**config.mk**
```make
export PLATFORM = sky130hd
export DESIGN_NAME = i2s_tdm
export DESIGN_NICKNAME = d
export VERILOG_FILES = /design/src/rtl/i2s_pkg.sv /design/src/rtl/i2s_clkgen.sv /design/src/rtl/i2s_tdm.sv
export SDC_FILE = /design/constraint.sdc
export NUM_CORES = 1
export LEC_CHECK = 0
export ABC_AREA = 1
export CORE_AREA = 2 2 108 110
export DETAILED_ROUTE_END_ITERATION = 10
export DIE_AREA = 0 0 110 112
export GPL_TIMING_DRIVEN = 0
export PLACE_DENSITY = 0.69
export RECOVER_POWER = 100
export REMOVE_ABC_BUFFERS = 1
export SKIP_CTS_REPAIR_TIMING = 1
export SYNTH_ARGS = -nofsm -noshare
export SYNTH_HDL_FRONTEND = slang
export SYNTH_HIERARCHICAL = 1
export SYNTH_SLANG_ARGS = --single-unit
```
**constraint.sdc**
```tcl
create_clock -name clk -period 3.25 [get_ports clk]
set_input_delay 0.325 -clock clk [delete_from_list [all_inputs] [get_ports clk]]
set_output_delay 0.325 -clock clk [all_outputs]
set_load 0.1 [all_outputs]
```
**src/rtl/i2s_pkg.sv**
```systemverilog
// Shared types and frame-geometry helpers for the TDM serial audio port.
// Pure definitions; no logic, no latency.
package i2s_pkg;

    typedef enum logic {DSP_A, DSP_B} i2s_mode_t;

    function automatic int unsigned frame_bits(input int unsigned channels,
                                               input int unsigned slot_bits);
        return channels * slot_bits;
    endfunction

    // Width of a counter holding 0..n-1, never narrower than one bit.
    function automatic int unsigned cnt_w(input int unsigned n);
        return (n <= 2) ? 1 : $clog2(n);
    endfunction

endpackage

```
**src/rtl/i2s_clkgen.sv**
```systemverilog
// Bit-clock divider: sclk toggles every SCLK_DIV clk cycles; rise/fall strobe the cycle before each edge.
// Free-running, no backpressure; first rise lands on the SCLK_DIV-th clk edge after reset.
module i2s_clkgen
    import i2s_pkg::*;
#(
    parameter int SCLK_DIV = 4
) (
    input  logic clk,
    input  logic rst,
    output logic sclk,
    output logic rise,
    output logic fall
);

    localparam int DW = cnt_w(SCLK_DIV);

    logic [DW-1:0] cnt;
    logic          wrap;

    assign wrap = (cnt == DW'(SCLK_DIV - 1));
    assign rise = wrap && !sclk;
    assign fall = wrap && sclk;

    always_ff @(posedge clk) begin
        if (rst) begin
            cnt  <= '0;
            sclk <= 1'b0;
        end else if (wrap) begin
            cnt  <= '0;
            sclk <= ~sclk;
        end else begin
            cnt  <= cnt + 1'b1;
        end
    end

endmodule

```
**src/rtl/i2s_tdm.sv**
```systemverilog
// TDM/DSP-mode serial audio master: frames CHANNELS slots of SLOT_BITS periods, tx captured at p0, rx_valid one clk after the last period's sample.
// No backpressure: tx_ready/rx_valid are one-clk strobes the user must honour on that cycle.
module i2s_tdm
    import i2s_pkg::*;
#(
    parameter int        BITS      = 16,
    parameter int        SLOT_BITS = 16,
    parameter int        CHANNELS  = 2,
    parameter int        SCLK_DIV  = 4,
    parameter i2s_mode_t MODE      = DSP_A
) (
    input  logic                     clk,
    input  logic                     rst,
    input  logic [CHANNELS*BITS-1:0] tx_data,
    output logic                     tx_ready,
    output logic [CHANNELS*BITS-1:0] rx_data,
    output logic                     rx_valid,
    output logic                     sclk_o,
    output logic                     lrclk_o,
    output logic                     dout_o,
    input  logic                     din_i
);

    localparam int W  = CHANNELS * BITS;
    localparam int SW = cnt_w(CHANNELS);
    localparam int PW = cnt_w(SLOT_BITS + 1);

    logic          rise, fall;
    logic          started, armed, pending;
    logic [SW-1:0] slot, slot_n;
    logic [PW-1:0] pos, pos_n;
    logic [W-1:0]  tx_buf, buf_n, rx_buf;
    logic [BITS-1:0] ch_word, ch_shift, rx_sr, rx_sr_n;
    logic          frame_start_n, dout_n, lrclk_n, last_period;

    i2s_clkgen #(.SCLK_DIV(SCLK_DIV)) u_clkgen (
        .clk  (clk),
        .rst  (rst),
        .sclk (sclk_o),
        .rise (rise),
        .fall (fall)
    );

    // Period the next sclk fall moves into; the very first fall after reset opens p0.
    always_comb begin
        slot_n = slot;
        pos_n  = pos;
        if (!started) begin
            slot_n = '0;
            pos_n  = '0;
        end else if (pos == PW'(SLOT_BITS - 1)) begin
            pos_n  = '0;
            slot_n = (slot == SW'(CHANNELS - 1)) ? '0 : slot + 1'b1;
        end else begin
            pos_n  = pos + 1'b1;
        end

        frame_start_n = (slot_n == '0) && (pos_n == '0);
        buf_n         = frame_start_n ? tx_data : tx_buf;

        ch_word = '0;
        for (int c = 0; c < CHANNELS; c++) begin
            if (slot_n == SW'(c)) ch_word = buf_n[c*BITS +: BITS];
        end
        ch_shift = ch_word << pos_n;
        dout_n   = (pos_n < PW'(BITS)) ? ch_shift[BITS-1] : 1'b0;

        if (MODE == DSP_A) lrclk_n = (slot_n == SW'(CHANNELS - 1)) && (pos_n == PW'(SLOT_BITS - 1));
        else               lrclk_n = frame_start_n;
    end

    assign last_period = (slot == SW'(CHANNELS - 1)) && (pos == PW'(SLOT_BITS - 1));
    assign rx_sr_n     = (rx_sr << 1) | BITS'(din_i);

    always_ff @(posedge clk) begin
        if (rst) begin
            started  <= 1'b0;
            armed    <= 1'b0;
            pending  <= 1'b0;
            slot     <= '0;
            pos      <= '0;
            tx_buf   <= '0;
            rx_buf   <= '0;
            rx_sr    <= '0;
            rx_data  <= '0;
            rx_valid <= 1'b0;
            tx_ready <= 1'b0;
            dout_o   <= 1'b0;
            lrclk_o  <= 1'b0;
        end else begin
            tx_ready <= 1'b0;
            rx_valid <= 1'b0;
            if (pending) begin
                rx_data  <= rx_buf;
                rx_valid <= 1'b1;
                pending  <= 1'b0;
            end
            if (fall) begin
                started  <= 1'b1;
                slot     <= slot_n;
                pos      <= pos_n;
                tx_buf   <= buf_n;
                dout_o   <= dout_n;
                lrclk_o  <= lrclk_n;
                tx_ready <= frame_start_n;
            end
            if (rise && started) begin
                if (pos < PW'(BITS)) rx_sr <= rx_sr_n;
                if (pos == PW'(BITS - 1)) begin
                    for (int c = 0; c < CHANNELS; c++) begin
                        if (slot == SW'(c)) rx_buf[c*BITS +: BITS] <= rx_sr_n;
                    end
                end
                // The codec needs a frame sync before it can align its data, so the first frame is never reported.
                if (last_period) begin
                    armed   <= 1'b1;
                    pending <= armed;
                end
            end
        end
    end

endmodule

```
* Word level (Yosys, flattened, before mapping)
Cells that the tools add are included.
Word-level totals: register bits after elaboration 127, input port bits 35
Operators by class: reduce and logical (&&, ||, !) cells 15, equality and inequality tests 3, mux-type cells 9, add/subtract/negate cells 3, bitwise logic cells 7, shifts and indexed selects 1, $lt $le $gt $ge 2
Operators by type and width (number):
- $mux 32 | 1
- $mux 16 | 1
- $or 16x1->16 | 1
- $shl 16x5->16 | 1
- $eq 5x4->1 const B | 2
- $lt 5x5->1 const B | 2
- $mux 5 | 2
- $logic_and 1x1->1 | 6
- $not 1->1 | 6
- $reduce_and 3->1 | 2
- $add 5x1->5 const B | 1
- $logic_not 5->1 | 1
- $mux 1 | 5
- $reduce_and 2->1 | 2
- $reduce_or 2->1 | 2
- $reduce_or 3->1 | 1
- $add 2x1->2 const B | 1
- $eq 2x2->1 const B | 1
- $add 1x1->1 const B | 1
- $logic_not 1->1 | 1

* Logic depth before layout (Yosys ltp)
depth in word-level cells 10, gate-level depth with buffers 20

* By module
Netlist, hierarchy kept.
Modules (own cells, without submodules):
- i2s_tdm | area each 5047.3 um^2, cells an instance 687, times used 1, seq. area each 2482.4 um^2
- i2s_clkgen | area each 115.1 um^2, cells an instance 14, times used 1, seq. area each 60.1 um^2

* Worst setup path before layout
No wires, ideal clock.
path type reg2reg, start register pos[0], end register dout_o, arrival 2165 ps, clock period less this slack 2301 ps, path buffers 1, cell stages (with the launch flop) 20, path slack 949 ps, path through dfxtp_1 > ha_1 > nand3_2 > nor2_4 > ha_1 > inv_1 > nand2_1 > nand2_1 > nor2_4 > nand3_4 > buf_6 > o21ai_1 > o21ai_0 > inv_1 > nor2_1 > nand2_1 > nand3_1 > nand2_1 > nand2_1 > a21oi_1
Between the ends: word-level cells in the longest chain between the ends 9, elaborated cells on any way between the ends 14
RTL lines:
- from (decl) | RTL line i2s_tdm.sv:31 | logic [PW-1:0] pos, pos_n;
- from (signal assigned) | RTL line i2s_tdm.sv:101 | pos <= pos_n;
- $add 5x1->5 / $eq 5x4->1 (equally long branches) | RTL line i2s_tdm.sv:55, i2s_tdm.sv:51
- $mux 5 / $mux 1 (equally long branches) | RTL line i2s_tdm.sv:51 | end else if (pos == PW'(SLOT_BITS - 1)) begin
- $mux 5 / $mux 1 (equally long branches) | RTL line i2s_tdm.sv:48 | if (!started) begin
- $logic_not 5->1 / $not 1->1 (equally long branches)
- $logic_and 1x1->1 | RTL line i2s_tdm.sv:58 | frame_start_n = (slot_n == '0) && (pos_n == '0);
- $mux 32 | RTL line i2s_tdm.sv:59 | buf_n = frame_start_n ? tx_data : tx_buf;
- $mux 16 | RTL line i2s_tdm.sv:63 | if (slot_n == SW'(c)) ch_word = buf_n[c*BITS +: BITS];
- $shl 16x5->16 | RTL line i2s_tdm.sv:65 | ch_shift = ch_word << pos_n;
- $mux 1 (*) | RTL line i2s_tdm.sv:66 | dout_n = (pos_n < PW'(BITS)) ? ch_shift[BITS-1] : 1'b0;
- to (signal assigned) | RTL line i2s_tdm.sv:103 | dout_o <= dout_n;
- to (decl) | RTL line i2s_tdm.sv:20 | output logic dout_o,
Mark *: on every way between the ends. The rest lies on a longest branch, timed or not. A chain may end at the register's enable or synchronous reset.

* Final worst setup path
start register pos[0], end register tx_buf[11]
Between the ends: word-level cells in the longest chain between the ends 6, elaborated cells on any way between the ends 10
RTL lines:
- $add 5x1->5 / $eq 5x4->1 (equally long branches) | RTL line i2s_tdm.sv:55, i2s_tdm.sv:51
- $mux 5 / $mux 1 (equally long branches) | RTL line i2s_tdm.sv:51
- $mux 5 / $mux 1 (equally long branches) | RTL line i2s_tdm.sv:48
- $logic_not 5->1 / $not 1->1 (equally long branches)
- $logic_and 1x1->1 (*) | RTL line i2s_tdm.sv:58
- $mux 32 (*) | RTL line i2s_tdm.sv:59
- to (signal assigned) | RTL line i2s_tdm.sv:102 | tx_buf <= buf_n;
- to (decl) | RTL line i2s_tdm.sv:32 | logic [W-1:0] tx_buf, buf_n, rx_buf;
Marked as above.

==> impl_results.md <==
- Final Instance Count excl. Fillers: roughly 910
- Reg2reg end: tx_buf[11]$_SDFFE_PP0P_
- Arr. time, crit path: around 3.3 ns
- Initial antenna violation count: 0
- Setup tns final: 0 ns
- Startpoint types: flip-flop
- Most common cell after layout, fill and taps aside: dfxtp_1
- Final Net Count: 797
- Pins Over Slew Limit: 0
- Post-route ant nets: 0
- Clk buf depth: 2
- Total Power: 0.00369 W
- Initial DRC Count: between 300 and 400
- Net Switching: 0.000765 W
- First-pass GRT wire length: ~21,000 um
- Hold_ws: ~0.45 ns
- Area of the mapped netlist: slightly above 5000 sq um
- Synth Register Bits: 127
- DR vias/cell: 5.24
- HPWL after DPL: around 8200 um
- Worst path required time: ~3.6 ns
- WHS Endpoint: u_clkgen/cnt[0]$_SDFF_PP0_
- Reg2Reg Setup Slack: between 0.2 and 0.25 ns
- Pwr dens: between 500 and 600 nW/um^2
- Crit Path Class: flip-flop to flip-flop
- Max-Cap Viols: 0
- Share of layout cells above drive strength 1: 8.17%
- CTS Sinks: 127
- Num rows: 39
- Tmin final: between 3 and 4 ns
- WL/cell: between 10 and 15 um
- Slowest stage delay, CP: 0.41 ns
- DR vias: approximately 4,800
- CTS clock-pin slew for the worst setup and hold paths: about 0.050 ns
- I/O Buffers: just over 70
- Clk root buf: clkbuf_16
- Final setup violation count: 0
- Core Box Area: 11,200 sq um
- Hold Startpoint: u_clkgen/cnt[0]$_SDFF_PP0_
- CP most frequent cell: nor2_4
- Gp weighted congestion: between 0.8 and 0.9
- Cts bufs inserted: 17
- Mean Syn Cell Area: about 7.4 sq um
- # fillers: about 1,000
- Launching point of the worst reg2reg path: pos[0]$_SDFFE_PP0P_
- Total leakage power: 2.98 nW
- CTS tree: done
- Slowest CP cell: dfxtp_1
- Internal power: ~0.0029 W
- Commonest cells after routing, fill and taps aside: 127 x dfxtp_1, 106 x nand3_1, 105 x nand2_1, 103 x nor2_1, 62 x o21ai_0
- CP cell instances: ha_2, nand3_2, nor2_4, ha_1, clkinvlp_4, nand2_4, nand2_1, nor2_4, nand3_4, nor2_4, inv_4, nor2_4, inv_2, o21ai_0
- Status: completed
- Largest net degree at the start of global routing: 57
- Max VDD drop: around 0.33 mV
- Top area cells in the synthesized netlist: dfxtp_1 49%, nand3_1 10%, nand2_1 7.6%
- Cell taking the most area after synthesis: dfxtp_1
- Gate power share: 3.4%
- Clock share of power: between 50% and 60%
- Diode count: 0
- Area delta synth->final: 28.3%
- CP Capture Type: flip-flop
- Residual DRC: 0
- Slew headroom: roughly a third
- Initial Utilization: 46.2%
- Switching Fraction: ~21%
- DR pass1 iterations: 5
- I/O pins: 72
- Fmax achieved: roughly 330 MHz
- Mapped Cells: 701
- Placed Cells: between 800 and 900
- Sequential share of the synthesized area: about half
- Fin crit share: between 90% and 100%
- Final Hold Vio Count: 0
- Ys Warns: 6
- Hold WC Path Type: flip-flop to flip-flop
- Overflow after GRT: 0
- FF-to-FF path depth: 14
- Vias in the first global route: roughly 4,500
- Die Y: about 110 um
- Gr usage total: a little over a fifth
- H-Tree Depth: 4
- WHS Path Cells: 1
- Worst Tran Pin Value: just over 1 ns
- Die area: 12,300 sq um
- Netlist cell types: 28
- Die width: 110 um
- Part of the power in registers: a little over two fifths
- Setup Skew: between 0.005 and 0.006 ns
- Critical Path Fanout Max: 32
- Top cell type's share of synthesized area: roughly half
- Clock insertion delay at the later pin of the skew report: 0.41 ns
- Routed WL: 12,700 um
==> cells by family (layout without fill, tap and decap cells) <==
kind of cell	count (synthesis)	after routing	share of synthesized area [%]
compound gates	124	124	12.1
fa+ha+maj	4	4	0.970
simple gates	346	348	29.9
flops	127	127	49.2
buf+inv	100	168	7.73
==> routing by layer <==
layer / up-vias / routed length, um / GRT usage [%]
met5: - / 0 / 0
met4: 0 / 191 / 7.26
met3: 23 / 707 / 5.27
met2: 143 / 6340 / 35.2
met1: 2200 / 5460 / 26.7
li1: 2421 / - / -
==> registers in the layout (all words and copies together) (netlist names) <==
| signal | flops |
|---|---|
| lrclk_o | 1 |
| started | 1 |
| rx_sr | 15 |
| rx_data | 32 |
| rx_buf | 32 |
| rx_valid | 1 |
| slot | 1 |
| u_clkgen/cnt | 2 |
| u_clkgen/sclk | 1 |
| pending | 1 |
| tx_buf | 32 |
| tx_ready | 1 |
| dout_o | 1 |
| armed | 1 |
| pos | 5 |
==> worst max path at each step <==
stage	to	from	slack, ns
floorplan	tx_buf[10]$_SDFFE_PP0P_	pos[0]$_SDFFE_PP0P_	0.10
global placement	rx_buf[15]$_SDFFE_PP0P_	rst	-0.90
detailed placement	tx_buf[9]$_SDFFE_PP0P_	pos[0]$_SDFFE_PP0P_	-0.88
CTS	tx_buf[11]$_SDFFE_PP0P_	pos[0]$_SDFFE_PP0P_	-0.90
global route	tx_buf[11]$_SDFFE_PP0P_	pos[0]$_SDFFE_PP0P_	-0.006
finish	tx_buf[11]$_SDFFE_PP0P_	pos[0]$_SDFFE_PP0P_	0.25
==> power groups by stage <==
stage | combinational (W) | clock [W] | sequential [W]
global route | 0.000137 | 0.00211 | 0.00157
finish | 0.000125 | 0.00200 | 0.00157
global placement | 0.000117 | 0 | 0.00160
floorplan | 0.0000449 | 0 | 0.00161
CTS | 0.000127 | 0.00202 | 0.00157
detailed placement | 0.000126 | 0 | 0.00160
==> Yosys cell counts (all sizes together) <==
cell / number
clkbuf: 36
nor3b: 1
o21bai: 1
nand2: 107
a21oi: 45
clkinv: 1
nand4: 14
dfxtp: 127
nor2: 109
nor3: 4
nand3: 108
nand3b: 1
or2: 2
inv: 52
buf: 11
o21ai: 78
ha: 4
==> critical path, delay by kind of cell (launching register included) <==
kind,cells,cell delay [ns]
AND/OR/NAND/NOR,8,1.42
buffers and inverters,3,0.47
adder cells (fa/ha/maj),2,0.43
flip-flops,1,0.41
AO/OA/AOI/OAI,1,0.18
==> through the flow <==
step,instance area [sq um],worst slack (ns),utilization [%]
finish,6620,0.248,59.3
global placement,5850,-0.897,52.4
floorplan,4960,0.103,-
detailed placement,5900,-0.880,52.8
global route,6620,-0.00589,59.3
CTS,6530,-0.901,58.4
==> cell type report <==
cell class / instances / area (sq um) / area share (%)
inverters: 53 / 205 / 3.10
well taps: 143 / 179 / 2.70
clock inverters: 13 / 186 / 2.81
repair buffers: 83 / 818 / 12.4
flip-flops and latches: 127 / 2540 / 38.4
clock buffers: 19 / 443 / 6.69
multi-input cells: 476 / 2250 / 34.0
Power figures use the tool's default switching activity.
==> RTL edit, RTL diff (same flow settings) <==
Change the parameter `BITS` from 16 to 32.
--- a/src/rtl/i2s_tdm.sv
+++ b/src/rtl/i2s_tdm.sv
@@ -4,5 +4,5 @@
     import i2s_pkg::*;
 #(
-    parameter int        BITS      = 16,
+    parameter int        BITS      = 32,
     parameter int        SLOT_BITS = 16,
     parameter int        CHANNELS  = 2,
Ports: changed (resized rx_data and tx_data); port bits go from 72 to 136. The function was not compared with the original's and may differ.
==> RTL edit against the unedited design <==
Global-route usage down 18 points. Worst setup slack better by 0.82 ns. Clock power down 87%. Total power down 77%. Cell area down 79%. Cell count down 65%. Sequential cell count down 108. Area after synthesis down 75%. Wire length down 85%. Die area unchanged. Critical path type is now reg2out. Largest cell class is now multi-input combinational cells. Largest power group is now combinational logic.
==> RTL edit: results (changes against the unedited design) <==
status complete, no violations; area growth from synthesis to layout 6.00%; FF-to-FF End tx_ready$_SDFF_PP0_; fill count 1261 (+29%); metal3 WL 271 um (-62%); hpwl dp 1440 um (-82%); routed wire length 1860 um (-85%); R2R cell count 9 (-5); worst-case hold slack 0.427 ns (-0.0203 ns); PortBufs 8 (-89%); vias in the first global route 680 (-85%); number of vias per cell 2.54 (-52%); Post-Syn Area per Cell 7.56 um^2 (+2.6%); gr usage total 3.31% (-18 points); top cells by area, synth buf_4, dfxtp_1, nor2_1; Post-DP Area 1310 um^2 (-78%); M3 GR Usage 2.28% (-3.0 points); layout cells sized above 1 6.63% (-1.5 points); Final nets 252 (-68%); Iteration-0 DRC Markers 37 (-88%); most frequent cells after synthesis buf_4, dfxtp_1, nor2_1, nand2_1, inv_1; CP arrival 1.85 ns (-1.48 ns); first-pass GRT wire length 3070 um (-85%); R2R Setup Slk 1.42 ns (+1.17 ns); Yosys cell types 21 (-25%); gpl congestion 0.800 (-4.6%); WL met1 857 um (-84%); Seq. pwr 0.240 mW (-85%); Comb group 0.339 mW (+170%); fin crit share 67.1% (-25 points); master of the slowest instance on the critical path dlygate4sd3_1; peak fanout along the critical path 4 (-88%)
RTL edit: changes by cell type after synthesis, moves of 37 or more:
cell	unedited run	this run
o21ai_0	62	6
a21oi_1	45	8
dfxtp_1	127	19
nor2_1	103	18
nand2_1	105	16
nand3_1	106	5
buf_4	0	63
RTL edit: area by class of cell:
cell class | instances | area (um^2) | area share, %
Clock buffer | 3 | 75.1 | 5.48
Clock inverter | 1 | 5.00 | 0.365
Inverter | 14 | 52.6 | 3.84
Multi-Input combinational cell | 136 | 598 | 43.7
Sequential cell | 19 | 380 | 27.8
Tap cell | 143 | 179 | 13.1
Timing Repair Buffer | 8 | 80.1 | 5.84
RTL edit: kinds of logic after synthesis:
kind of cell / count (synthesis) / share of synthesized area [%]
xor+xnor: 1 / 0.678
simple gates: 54 / 19.6
buf+inv: 78 / 41.0
flops: 19 / 29.4
compound gates: 15 / 6.10
other cells: 1 / 0.290
fa+ha+maj: 3 / 2.90
